### src/rtl/uart_tx_arbiter.sv
// Round-robin arbiter that merges Ports AXI-stream byte sources into one UART TX FIFO input.
// Optional macro ARB_ID_HEADER_EN prefixes every grant with a header beat of 8'hA0 + grant_id.
module uart_tx_arbiter #(
  parameter int Width      = 8,
  parameter int Ports      = 4,
  parameter int Max_burst  = 16,
  parameter int Idle_limit = 8
) (
  input  logic                       clk,
  input  logic                       rst,
  input  logic [Ports*Width-1:0]     s_axis_tdata,
  input  logic [Ports-1:0]           s_axis_tvalid,
  input  logic [Ports-1:0]           s_axis_tlast,
  output logic [Ports-1:0]           s_axis_tready,
  output logic [Width-1:0]           m_axis_tdata,
  output logic                       m_axis_tvalid,
  input  logic                       m_axis_tready,
  output logic [$clog2(Ports)-1:0]   grant_id,
  output logic                       busy
);

  localparam int IdW   = $clog2(Ports);
  localparam int BeatW = $clog2(Max_burst + 1);
  localparam int IdleW = $clog2(Idle_limit + 1);

`ifdef ARB_ID_HEADER_EN
  typedef enum logic [1:0] {IDLE = 2'd0, HDR = 2'd1, XFER = 2'd2} state_t;
`else
  typedef enum logic [1:0] {IDLE = 2'd0, XFER = 2'd2} state_t;
`endif

  state_t             state, state_next;
  logic [IdW-1:0]     rr_ptr, rr_ptr_next, grant_next, pick, scan_idx, grant_inc;
  logic [BeatW-1:0]   beat_cnt, beat_cnt_next;
  logic [IdleW-1:0]   idle_cnt, idle_cnt_next;
  logic [Width-1:0]   lane [Ports];
  logic               grant_valid, grant_last, release_grant;

  for (genvar g = 0; g < Ports; g++) begin : g_lane
    assign lane[g] = s_axis_tdata[g*Width +: Width];
  end

  assign grant_valid = s_axis_tvalid[grant_id];
  assign grant_last  = s_axis_tlast[grant_id];
  assign grant_inc   = (grant_id == IdW'(Ports - 1)) ? '0 : grant_id + IdW'(1);
  assign busy        = (state != IDLE);

  // Scan from the far end so the requester nearest to rr_ptr overwrites the others.
  always_comb begin
    pick     = rr_ptr;
    scan_idx = '0;
    for (int k = Ports - 1; k >= 0; k--) begin
      scan_idx = IdW'((int'(rr_ptr) + k) % Ports);
      if (s_axis_tvalid[scan_idx]) pick = scan_idx;
    end
  end

  always_ff @(posedge clk or posedge rst) begin
    if (rst) begin
      state    <= IDLE;
      rr_ptr   <= '0;
      grant_id <= '0;
      beat_cnt <= '0;
      idle_cnt <= '0;
    end else begin
      state    <= state_next;
      rr_ptr   <= rr_ptr_next;
      grant_id <= grant_next;
      beat_cnt <= beat_cnt_next;
      idle_cnt <= idle_cnt_next;
    end
  end

  always_comb begin
    state_next    = state;
    rr_ptr_next   = rr_ptr;
    grant_next    = grant_id;
    beat_cnt_next = beat_cnt;
    idle_cnt_next = idle_cnt;
    release_grant = 1'b0;
    m_axis_tdata  = '0;
    m_axis_tvalid = 1'b0;
    s_axis_tready = '0;

    case (state)
      IDLE: begin
        if (|s_axis_tvalid) begin
          grant_next    = pick;
          beat_cnt_next = '0;
          idle_cnt_next = '0;
`ifdef ARB_ID_HEADER_EN
          state_next    = HDR;
`else
          state_next    = XFER;
`endif
        end
      end
`ifdef ARB_ID_HEADER_EN
      HDR: begin
        m_axis_tvalid = 1'b1;
        m_axis_tdata  = Width'(8'hA0) + Width'(grant_id);
        idle_cnt_next = '0;
        if (m_axis_tready) state_next = XFER;
      end
`endif
      XFER: begin
        m_axis_tdata            = lane[grant_id];
        m_axis_tvalid           = grant_valid;
        s_axis_tready[grant_id] = m_axis_tready;
        if (grant_valid) begin
          idle_cnt_next = '0;
          if (m_axis_tready) begin
            beat_cnt_next = beat_cnt + BeatW'(1);
            if (grant_last || beat_cnt == BeatW'(Max_burst - 1)) release_grant = 1'b1;
          end
        end else begin
          idle_cnt_next = idle_cnt + IdleW'(1);
          if (idle_cnt == IdleW'(Idle_limit - 1)) release_grant = 1'b1;
        end
        if (release_grant) begin
          state_next  = IDLE;
          rr_ptr_next = grant_inc;
        end
      end
      default: state_next = IDLE;
    endcase
  end

endmodule

### config.mk
export PLATFORM = sky130hd
export DESIGN_NAME = uart_tx_arbiter
export DESIGN_NICKNAME = d
export VERILOG_FILES = /design/src/rtl/uart_tx_arbiter.sv
export SDC_FILE = /design/constraint.sdc
export NUM_CORES = 1
export LEC_CHECK = 0
export ABC_AREA = 0
export BUFFER_PORTS_ARGS = -buffer_cell sky130_fd_sc_hd__buf_4
export CELL_PAD_IN_SITES_DETAIL_PLACEMENT = 1
export CELL_PAD_IN_SITES_GLOBAL_PLACEMENT = 1
export CORE_ASPECT_RATIO = 0.7
export CORE_MARGIN = 2
export CORE_UTILIZATION = 36
export CTS_CLUSTER_SIZE = 12
export DETAILED_ROUTE_END_ITERATION = 16
export GPL_TIMING_DRIVEN = 0
export HOLD_SLACK_MARGIN = 0.15
export PLACE_DENSITY = 0.91
export SYNTH_ARGS = -nofsm -noshare
export SYNTH_HDL_FRONTEND = slang
export SYNTH_SLANG_ARGS = --single-unit
### constraint.sdc
create_clock -name clk -period 3.3 [get_ports clk]
set_clock_uncertainty 0.15 [all_clocks]
set_input_delay 0.165 -clock clk [delete_from_list [all_inputs] [get_ports clk]]
set_output_delay 0.165 -clock clk [all_outputs]
set_load 0.005 [all_outputs]
======== Word level (Yosys, flattened, before mapping) ========
Cells that the tools add are included.
W data, S select, Z words.
storage, ports and cells
  bits of input ports ..................... 43
  bits in registers ....................... 15
  output and inout port bits .............. 16
cells by class
  equality and inequality tests ........... 8
  add/sub/neg operators ................... 6
  reductions and logical operators ........ 11
  muxes and demuxes ....................... 40
  magnitude comparators ................... 7
  bitwise gates (word level) .............. 2
operator list
  kind                   count
  $mux W8                3
  $bmux W8 S2            1
  $lt A2 B3 Y1 const B   5
  $mux W5                3
  $mux W2                7
  $mux W1                13
  $bmux W1 S2            6
  $mux W4                3
  $pmux W5 S2            1
  $ne A2 B2 Y1 const B   4
  $pmux W4 S2            1
  $reduce_and A2 Y1      4
  $add A5 B1 Y5 const B  1
  $eq A5 B4 Y1 const B   1
  $add A2 B1 Y2 const B  2
  $add A2 B2 Y2 const B  2
  $add A4 B1 Y4 const B  1
  $and A4 B4 Y4          1
  $eq A2 B2 Y1 const B   2
  $eq A4 B3 Y1 const B   1
  $pmux W2 S2            1
  $reduce_and A4 Y1      1
  $reduce_bool A2 Y1     2
  $reduce_or A4 Y1       1
  other kinds (7)        7

======== Logic depth before layout (Yosys ltp) ========
Gate-level depths: netlist (run 1).
  word-level depth ........................ 9
  depth in mapped cells ................... 8
  gate-level depth less buffers ........... 7

======== Worst setup path after synthesis (run 1) ========
No wires, ideal clock.
  path type ............................... register -> register
  start ................................... register beat_cnt[0]
  end ..................................... register rr_ptr[0]
  setup slack ............................. 1,365 ps
  stages on the path, launching flop included .. 7
  data required time ...................... 2,987 ps
  period minus slack after synthesis ...... 1,935 ps
  arrival ................................. 1,622 ps
  path through ............................ dfrtp_1 > ha_1 > and3_1 > ha_1 > nor2b_1 > a221oi_1 > o221ai_1
on the way
  longest elaborated chain between the ends .. 7
RTL lines
  what                         RTL line  text
  start, declared              34        logic [BeatW-1:0] beat_cnt, beat_cnt_next;
  start signal, assigned       69        beat_cnt <= beat_cnt_next;
  $eq A5 B4 Y1                 114       if (grant_last || beat_cnt == BeatW'(Max_burst - 1)) release_grant = 1'b1;
  $logic_or A1 B1 Y1           114
  $mux W1                      114
  $mux W1                      112       if (m_axis_tready) begin
  $mux W1                      110       if (grant_valid) begin
  $mux W1                      85        case (state)
  $reduce_and A2 Y1 (no line)  n/a
  end signal, assigned         67        rr_ptr <= rr_ptr_next;
  end, declared                33        logic [IdW-1:0] rr_ptr, rr_ptr_next, grant_next, pick, scan_idx, grant_inc;
No other way between the ends. The select of a mux whose other input is x is not followed.
A chain may end at the register's enable or synchronous reset.

======== Final worst setup path (run 1) ========
Ends and elaborated chain as after synthesis.

==> run metrics, run 1 <==
outcome=complete, no violations; synthesis warning total=0; detailed-routing iteration count for the pre-antenna-repair pass=4; worst path buffer plus inverter count=0; fraction of registers with async set/reset=1.00; Static Leakage=0.000867 uW; Cell Pwr Density=757 nW/um^2; pin count of the biggest net entering global routing=15; required time of the worst setup path=3.22 ns; total instance count after detailed placement=235; CP startpoint kind=register; cell type with the highest aggregate area in the netlist=dfrtp_1; top cells by area in the synthesized netlist=dfrtp_1, mux4_2, ha_1, and2_1, and3_1; Setup TNS Final=0 ns; Final Max Slew Viols=0; crit path capture type=register; setup repair after global routing missed its margin=false; Port Buf Inserts=58; sum of overflow across all layers after global routing=0; via count of the first global-routing pass=1392; layout overhead on the synthesized area=45.2%; final net count=245; smallest hold slack=0.152 ns; HPWL reported at the end of detailed placement=3800 um; crit share post-route=0.767; CP arrival=2.45 ns; maximum buffer depth of the clock tree=2; worst hold-check path type=input port to register; number of endpoints failing setup at the final stage=0; library cells used by synthesis=38; Floorplan Core Area=3230 um^2; vias post-DR=1359; maximum ir drop on the vdd rail=440 uV; ANT cells=0; maximum fanout along the worst path=5; number of levels the H-tree was split into=1; wire length of the first global-routing pass=7420 um; Max Clk Rate=395 MHz; most frequent cells in the layout=buf_4, dfrtp_1, and2_1, mux4_2; gr usage total=0.259; clock tree from TritonCTS=yes; fraction of final layout cells with drive strength greater than 1=0.423; worst-skew pair later-pin latency=0.25 ns; critical path's slowest cell=a221oi_1; number of standard cells in the final layout excluding fillers=241; number of clock sinks=14; prevailing post-synth register cell=dfrtp_1; hold violation total from the final report=0; Final min period=2.53 ns; register clock-pin slew on the reported worst setup and hold paths=0.06 ns; number of instances in the synthesized netlist=130; CP max stage delay=0.91 ns; number of flops mapped to enable cells by yosys=0; post-route DRC violation count=0; synthesized net count=180; Yosys top cell area share=0.278; most frequent standard cell in the layout excluding fill and tap cells=buf_4; sequential fraction of the synthesis area=0.278; CP top delay family=compound AO/OA/AOI/OAI gates; die height=53.5 um; Avg Cell Area, Syn=9.68 um^2; Core Rows=17; utilization after layout=0.565; most frequent CP cell=ha_1; final weighted congestion in routability-driven placement=0.864; TritonCTS buffer count=3; worst slew margin relative to its limit=0.273; Antenna Nets Post-Route=0; Layout fillers=392; die footprint=3990 um^2; Root Buffer=clkbuf_8; Max Cap Violations=0; DIE WIDTH=74.7 um; sequence of cells on the critical path=ha_1 > and3_1 > ha_1 > nor2b_1 > a221oi_1 > o221ai_1; cell area after synthesis=1260 um^2; Starting Density=0.389; violation count after the first detailed-routing iteration=79; vias per inst=5.64; critical path class=register to register; number of antenna violations at the first check in global routing=0; number of I/O pins=59; pin slew with the least headroom to its limit=1.09 ns; wire length reported by the detailed router=4760 um; wire length per cell=19.7 um; flip-flop and latch count after synthesis=14
## cell families (layout without fill, tap and decap cells)
family,after synthesis,in the layout,share of synthesized area
xor+xnor,1,1,0.00696
mux,14,14,0.202
flops,14,14,0.278
compound gates,26,26,0.145
simple gates,50,50,0.231
buf+inv,18,82,0.0676
fa+ha+maj,7,7,0.0696
## layout make-up
| cell class | instances | area (um^2) | area share |
|---|---|---|---|
| well taps | 47 | 58.8 | 0.0322 |
| repair buffers | 60 | 455 | 0.249 |
| flip-flops and latches | 14 | 350 | 0.192 |
| inverters | 10 | 37.5 | 0.0205 |
| multi-input cells | 98 | 823 | 0.450 |
| plain buffers | 8 | 47.5 | 0.0260 |
| clock buffers | 4 | 55.1 | 0.0301 |
## layer usage
metal,GRT usage,up-vias,routed length (um)
met1,0.343,691,2080
met5,0,-,0
met4,0.0387,0,61
met2,0.460,54,2360
met3,0.0362,6,255
li1,-,608,-
## stage by stage
step	area [um^2]	setup slack, ns	power (uW)
after floorplan	1260	1.37	834
after global placement	1750	0.998	1130
after detailed placement	1750	0.867	1190
after CTS	1830	0.843	1380
after global routing	1830	0.642	1470
final	1830	0.768	1380
## worst reg2reg max path: cells and delay by family (launching register included)
kind | cells | cell delay (ns)
adder cells (fa/ha/maj) | 2 | 0.38
AO/OA/AOI/OAI | 2 | 1.18
flip-flops | 1 | 0.41
AND/OR/NAND/NOR | 2 | 0.24
## sequential cells by signal (all words and copies together), names as in the netlist
name	cells
beat_cnt	5
grant_id	2
idle_cnt	4
state	1
rr_ptr	2
## synth_stat cells, types with 2 or more instances
cell type  instances
buf_6              2
inv_1              8
buf_2              2
o221ai_1           3
nor3_1             3
nand2_1            8
nor2_1             8
mux4_2             9
and3_1             7
dfrtp_1           14
clkbuf_1           4
o21ai_1            3
nand3_1            3
ha_1               7
a21oi_1            4
mux2i_1            4
nor2b_1            3
nand4_1            2
o21ai_0            7
a22o_1             2
and2_1            10
## path summary, 6_finish.rpt
kind                                          from                 endpoint  slack [ns]  cells past startpoint
max                        beat_cnt[0]$_DFFE_PP0P_    rr_ptr[0]$_DFFE_PP0P_        0.77                      6
min                                  m_axis_tready  beat_cnt[3]$_DFFE_PP0P_        0.15                      3
max reg2reg                beat_cnt[0]$_DFFE_PP0P_    rr_ptr[0]$_DFFE_PP0P_        0.77                      6
min reg2reg                beat_cnt[4]$_DFFE_PP0P_  beat_cnt[4]$_DFFE_PP0P_        0.36                      1
max in group asynchronous                      rst    rr_ptr[0]$_DFFE_PP0P_        2.22                      3
min in group asynchronous                      rst  idle_cnt[1]$_DFFE_PP0P_        0.39                      3
## repair_timing
| item | 4_1_cts | 5_1_grt |
|---|---|---|
| hold buffers | 2 | 0 |
| endpoints found under the hold margin | 15 | 0 |
| buffers inserted | 0 | 0 |
| resized for setup | 0 | 0 |
## report_power, final
group          switching [uW]  total, uW  internal (uW)  leakage, uW
combinational             444        912            468     0.000660
clock                    66.4        172            106    0.0000288
sequential               68.3        299            230     0.000179
(Power assumes the default switching activity.)
==> inputs of run 2 (changes only) <==
Settings changed: ABC_AREA 0 to 1, CORE_UTILIZATION 36 to 31, PLACE_DENSITY 0.91 to 0.87.
Clock period 3.3 ns to 2.6 ns, I/O delays scaled along.
==> run 2 against run 1 <==
Against the previous run:
- critical path depth rose by 1
- first-iteration DRC count up 10%
- sequential power rose by 29%
- non-clock buffer count decreased by 2
- cell area is 2.5% higher
- setup slack worse by 0.18 ns
- sequential share of layout area fell by 0.47 points
- critical path type is now register to output pin
- highest routed layer unchanged
==> run metrics, run 2 <==
Antenna Nets Post-Route=0 (unchanged); sequence of cells on the critical path=inv_2 > buf_6 > buf_2 > ha_1 > inv_1 > nor2_1 > buf_4; net switching share of the total power=0.485 (+0.0664); fraction of final layout cells with drive strength greater than 1=0.304 (-0.119); CP startpoint kind=register; outcome=complete, no violations; number of antenna violations at the first check in global routing=0 (unchanged); prevailing post-synth register cell=dfrtp_1; multiplexer area fraction after synthesis=0 (-0.202); combinational cell fraction of total power=0.685 (+0.026); library cells used by synthesis=26 (-32%); Final min period=2.01 ns; Final Max Slew Viols=0 (unchanged); worst slew margin relative to its limit=0.639 (+0.366); Setup TNS Final=0 ns (unchanged); Static Leakage=0.000988 uW (+14%); fraction of registers with async set/reset=1.00 (unchanged); Port Buf Inserts=58 (unchanged); critical path capture point=s_axis_tready[2]; Avg Cell Area, Syn=6.23 um^2 (-36%); Max Cap Violations=0 (unchanged); Starting Density=0.328 (-0.0616); top cells by area in the synthesized netlist=dfrtp_1, nand2_1, nor2_1, o21ai_0, nand3_1; synthesized-area fraction occupied by xor and xnor cells=0.0134 (+0.00643); flip-flop count of the largest register, all copies and words added=5 (unchanged); number of flops mapped to enable cells by yosys=0 (unchanged); hold violation total from the final report=0 (unchanged); maximum buffer depth of the clock tree=2 (unchanged); die footprint=4770 um^2 (+19%); CP top delay family=buffers and inverters; critical path's slowest cell=dfrtp_1; utilization after layout=0.469 (-0.0961); cell area after synthesis=1310 um^2 (+4.0%); dominant combinational cell family by area after synthesis=simple AND/OR/NAND/NOR gates; sequential fraction of the synthesis area=0.268 (-0.0106); total power of the final layout=1910 uW (+38%); registers with the most flip-flops=beat_cnt: 5 flops, idle_cnt: 4 flops; Floorplan Core Area=3990 um^2 (+24%); final weighted congestion in routability-driven placement=0.766 (-11%); clock tree from TritonCTS=yes; DIE WIDTH=81.7 um (+9.4%); worst hold-check path type=input port to register; die height=58.4 um (+9.1%); number of I/O pins=59 (unchanged); R2R Setup Slk=0.91 ns (+0.14 ns); wire length reported by the detailed router=4460 um (-6.2%); switching pwr=928 uW (+60%); Max Clk Rate=498 MHz; Core Rows=19 (+2); cell type with the highest aggregate area in the netlist=dfrtp_1; via count of the first global-routing pass=1556 (+12%); ANT cells=0 (unchanged); most frequent cells in the layout=buf_4, nand2_1, nor2_1, o21ai_0, nand3_1; required time of the worst setup path=2.32 ns (-0.90 ns); wire length per cell=13.7 um (-30%); sum of overflow across all layers after global routing=0 (unchanged); gr usage total=0.200 (-0.0597); number of endpoints failing setup at the final stage=0 (unchanged); Yosys top cell area share=0.268 (-0.0106); worst-skew pair later-pin latency=0.25 ns (about the same); critical path class=register to output pin; number of clock sinks=14 (unchanged); vias post-DR=1548 (+14%); setup repair after global routing missed its margin=false; CP arrival=1.73 ns (-0.72 ns); fraction of the mapped netlist area in simple logic gates=0.402 (+0.171); post-synthesis share of cell area spent on full adders, half adders and majority gates=0.0669 (-0.00266); synthesized net count=260 (+44%); vias per inst=4.76 (-16%); maximum ir drop on the vdd rail=424 uV (-3.5%); crit share post-route=0.772; HPWL reported at the end of detailed placement=3710 um (-2.2%); # resized after CTS=0 (unchanged); Internal=985 uW (+23%); synthesis warning total=0 (unchanged); Crit Reg-Reg Startpoint=grant_id[0]$_DFFE_PP0P_; pin slew with the least headroom to its limit=0.540 ns (-0.549 ns); count of cell instances traversed by the critical path=7 (+1); most frequent cells after synthesis=nand2_1, nor2_1, o21ai_0, nand3_1, inv_1; synthesized-area fraction occupied by ao, oa, aoi and oai cells=0.145 (+0.000186); register clock-pin slew on the reported worst setup and hold paths=0.06 ns (about the same); pin count of the biggest net entering global routing=15 (unchanged); number of levels the H-tree was split into=1 (unchanged); maximum fanout along the worst path=11 (+6); largest reg by FF count=beat_cnt; count leader, synth=nand2_1; Clk pwr share=0.114 (-0.010); reg2reg path depth=8 (+2); r2r endpoint=beat_cnt[3]$_DFFE_PP0P_; violation count after the first detailed-routing iteration=87 (+10%); TritonCTS buffer count=3 (unchanged); layout overhead on the synthesized area=43.2%; Root Buffer=clkbuf_8; CP max stage delay=0.47 ns (-0.44 ns); number of instances in the synthesized netlist=210 (+62%); proportion of power drawn by flip-flops and latches=0.202 (-0.014); wire length of the first global-routing pass=7360 um (-0.84%); flip-flop and latch count after synthesis=14 (unchanged); worst path buffer plus inverter count=5 (+5); startpoint of the worst setup timing path=grant_id[0]$_DFFE_PP0P_; detailed-routing iteration count for the pre-antenna-repair pass=4 (unchanged); Cell Pwr Density=1020 nW/um^2 (+35%); most frequent standard cell in the layout excluding fill and tap cells=buf_4; post-route DRC violation count=0 (unchanged); crit path capture type=output pin; final net count=324 (+32%)
[run 2: worst min path at each step]
stage	startpoint	end	slack (ns)	cells past startpoint
final	m_axis_tready	beat_cnt[1]$_DFFE_PP0P_	0.19	5
after global routing	m_axis_tready	beat_cnt[1]$_DFFE_PP0P_	0.24	5
after CTS	m_axis_tready	beat_cnt[1]$_DFFE_PP0P_	0.18	5
after detailed placement	rst	beat_cnt[3]$_DFFE_PP0P_	0.07	2
after global placement	rst	beat_cnt[3]$_DFFE_PP0P_	0.06	2
after floorplan	rst	beat_cnt[0]$_DFFE_PP0P_	-0.13	1
[run 2: kinds of logic (layout without fill, tap and decap cells)]
family	after synthesis	in the layout
and+or+nand+nor	122	122
AOI/OAI and AO/OA	35	35
buffers and inverters	30	93
DFF	14	14
adders and majority gates	7	7
xor gates and xnor gates	2	2
[run 2: repair_timing]
| item | 4_1_cts | 5_1_grt |
|---|---|---|
| endpoints found under the hold margin | 14 | 0 |
| endpoints found under the setup margin | 0 | 0 |
| setup buffers | 0 | 0 |
| hold buffers | 1 | 0 |
[run 2: per-layer routing]
metal / vias to the layer above / global-route usage / wire (um)
li1: 799 / - / -
met1: 720 / 0.311 / 2400
met2: 27 / 0.306 / 1890
met3: 2 / 0.0245 / 157
met4: 0 / 0.0214 / 16
met5: - / 0 / 0
[run 2: power groups by stage]
stage | Clock [uW] | Sequential, uW | Combinational, uW
floorplan | 0 | 363 | 824
global placement | 0 | 384 | 1270
detailed placement | 0 | 387 | 1320
CTS | 221 | 384 | 1320
global route | 237 | 400 | 1500
finish | 217 | 386 | 1310
[run 2: worst reg2reg max path, cell delays in order (launching register included)]
cell and delay [ns]:
dfrtp_1 0.47, inv_2 0.16, nand2_1 0.06, nand3_1 0.08, nand2_2 0.13, nor2_4 0.16
inv_2 0.09, nor3_1 0.20, nor3_2 0.07
[run 2: metrics by stage]
stage	cell area, um^2	hold slack (ns)	instances	setup slack, ns
after floorplan	1310	-0.131	210	1.08
after global placement	1810	0.0552	320	0.845
after detailed placement	1810	0.0735	320	0.867
after CTS	1870	0.184	325	0.592
after global routing	1870	0.240	325	0.432
final	1870	0.192	325	0.593
[run 2: cell type report]
type	count	area, um^2
fill	545	2120
clock buffer	4	55.1
tap	52	65.1
timing repair buffer	59	445
multi-input combinational	166	821
inverter	23	88.8
buffer	7	48.8
sequential	14	350
==> inputs of run 3 (changes only) <==
Clock period 2.6 ns to 1.91 ns, I/O delays scaled along.
==> run 3 against run 2 <==
Against the previous run:
- setup slack got worse by 0.46 ns
- wire length rose by 0.58%
- die area did not move
- non-clock buffer count rose by 1
- global-route usage rose by 0.13 points
- core utilization rose by 0.44 points
- register-to-register slack got worse by 0.63 ns
- via count rose by 0.71%
- sequential power rose by 35%
- power rose by 37%
- cell count rose by 0.31%
- highest routed layer unchanged
==> run metrics, run 3 (same netlist as run 2, synthesis figures left out) <==
outcome=complete, no violations; ANT cells=0 (unchanged); worst-skew pair later-pin latency=0.25 ns (about the same); Hold Path Stages=5 (unchanged); critical path class=register to output pin; CP top delay family=buffers and inverters; Core Rows=19 (unchanged); vias per inst=4.78 (+0.40%); hold violation total from the final report=0 (unchanged); violation count after the first detailed-routing iteration=86 (-1.1%); sum of overflow across all layers after global routing=0 (unchanged); HPWL reported at the end of detailed placement=3710 um (unchanged); number of clock sinks=14 (unchanged); fraction of final layout cells with drive strength greater than 1=0.307 (+0.00254); vias post-DR=1559 (+0.71%); Max Cap Violations=0 (unchanged); r2r endpoint=rr_ptr[1]$_DFFE_PP0P_; Setup TNS Final=0 ns (unchanged); Max Clk Rate=564 MHz; crit path capture type=output pin; worst slew margin relative to its limit=0.636 (-0.00382); number of antenna violations at the first check in global routing=0 (unchanged); via count of the first global-routing pass=1565 (+0.58%); critical path's slowest cell=dfrtp_2; number of I/O pins=59 (unchanged); wire length reported by the detailed router=4490 um (+0.58%); largest reg by FF count=beat_cnt; worst hold-check path type=input port to register; TritonCTS buffer count=3 (unchanged); Final min period=1.77 ns; Root Buffer=clkbuf_8; reg2reg path depth=8 (unchanged); clock tree from TritonCTS=yes; CP max stage delay=0.44 ns (-0.03 ns); Layout fillers=546 (+0.18%); maximum buffer depth of the clock tree=2 (unchanged); sequence of cells on the critical path=inv_2 > buf_6 > buf_6 > ha_1 > inv_1 > nor2_1 > buf_4; Starting Density=0.328 (unchanged); pin count of the biggest net entering global routing=15 (unchanged); Floorplan Core Area=3990 um^2 (unchanged); die footprint=4770 um^2 (unchanged); die height=58.4 um (unchanged); required time of the worst setup path=1.66 ns (-0.66 ns); Port Buf Inserts=58 (unchanged); gr usage total=0.201 (+0.00131); Antenna Nets Post-Route=0 (unchanged); count of cell instances traversed by the critical path=7 (unchanged); wire length per cell=13.8 um (+0.27%); worst hold path startpoint=s_axis_tvalid[2]; setup repair after global routing missed its margin=false; maximum ir drop on the vdd rail=529 uV (+25%); detailed-routing iteration count for the pre-antenna-repair pass=4 (unchanged); number of levels the H-tree was split into=1 (unchanged); Static Leakage=0.000994 uW (+0.56%); most frequent cells in the layout=buf_4, nand2_1, nor2_1, o21ai_0, nand3_1; post-route DRC violation count=0 (unchanged); worst path buffer plus inverter count=5 (unchanged); R2R Setup Slk=0.28 ns (-0.63 ns); most frequent standard cell in the layout excluding fill and tap cells=buf_4; crit share post-route=0.928; final weighted congestion in routability-driven placement=0.766 (unchanged); layout overhead on the synthesized area=44.6%; maximum fanout along the worst path=11 (unchanged); final net count=325 (+0.31%); pin slew with the least headroom to its limit=0.546 ns (+0.00573 ns); Cell Pwr Density=1390 nW/um^2 (+36%); DIE WIDTH=81.7 um (unchanged); CP startpoint kind=register; CP arrival=1.53 ns (-0.20 ns); most frequent CP cell=buf_6; wire length of the first global-routing pass=7400 um (+0.56%); Final Max Slew Viols=0 (unchanged); Crit Reg-Reg Startpoint=grant_id[1]$_DFFE_PP0P_; flip-flop count of the largest register, all copies and words added=5 (unchanged); register clock-pin slew on the reported worst setup and hold paths=0.06 ns (about the same); registers with the most flip-flops=beat_cnt: 5 flops, idle_cnt: 4 flops; total power of the final layout=2620 uW (+37%); hold endpoint=state[1]$_DFFE_PP0P_; number of endpoints failing setup at the final stage=0 (unchanged)
==> run 3: changes by cell type in the layout (fill, tap and decap cells not counted) <==
cell           previous run  this run
buf_2                     3         2
buf_6                     1         2
dlygate4sd3_1             1         2
dfrtp_2                   0         1
dfrtp_1                  14        13
==> run 3: metal layers <==
layer | global-route usage | part of all wire | up-vias
met1 | 0.311 | 0.53 | 729
met4 | 0.0214 | 0.0036 | 0
met5 | 0 | 0 | -
li1 | - | - | 801
met2 | 0.310 | 0.43 | 27
met3 | 0.0245 | 0.037 | 2
==> run 3: cell type report <==
class	instances	area (um^2)	area share
Buffer	6	47.5	0.0251
Clock buffer	4	55.1	0.0291
Inverter	23	88.8	0.0470
Multi-Input combinational cell	166	821	0.434
Sequential cell	14	352	0.186
Tap cell	52	65.1	0.0344
Timing Repair Buffer	61	463	0.245
==> run 3: repair_timing <==
action,4_1_cts,5_1_grt
cloned,0,0
hold buffers,2,0
endpoints found under the hold margin,15,0
setup endpoints to repair,8,10
setup buffers,0,1
resized for setup,2,1
==> run 3: stage by stage <==
step | setup WS [ns] | cell area [um^2] | std cells | utilization | hold WS (ns)
5_1_grt | 0.0100 | 1890 | 326 | 0.474 | 0.241
3_3_place_gp | 0.190 | 1810 | 320 | 0.453 | 0.0207
4_1_cts | 0.0463 | 1890 | 326 | 0.473 | 0.197
6_report | 0.137 | 1890 | 326 | 0.474 | 0.191
3_5_place_dp | 0.211 | 1810 | 320 | 0.453 | 0.0390
2_1_floorplan | 0.394 | 1310 | 210 | - | -0.165
==> run 3: worst max-delay path by stage <==
stage	from	end	slack, ns
CTS	grant_id[0]$_DFFE_PP0P_	s_axis_tready[2]	0.05
floorplan	beat_cnt[0]$_DFFE_PP0P_	rr_ptr[1]$_DFFE_PP0P_	0.39
global route	grant_id[0]$_DFFE_PP0P_	s_axis_tready[2]	0.01
detailed placement	grant_id[0]$_DFFE_PP0P_	s_axis_tready[2]	0.21
global placement	grant_id[0]$_DFFE_PP0P_	s_axis_tready[2]	0.19
finish	grant_id[0]$_DFFE_PP0P_	s_axis_tready[2]	0.14
==> run 3: worst min-delay path, stage by stage <==
cell	delay [ns]
buf_4	0.09
inv_1	0.04
nand4_1	0.10
nor2_1	0.11
nor2_1	0.10
==> run 3: where the power goes <==
| group | internal, uW | total (uW) | switching, uW |
|---|---|---|---|
| registers | 400 | 520 | 121 |
| clock network | 183 | 297 | 114 |
| logic | 775 | 1810 | 1030 |
| total | 1360 | 2620 | 1270 |
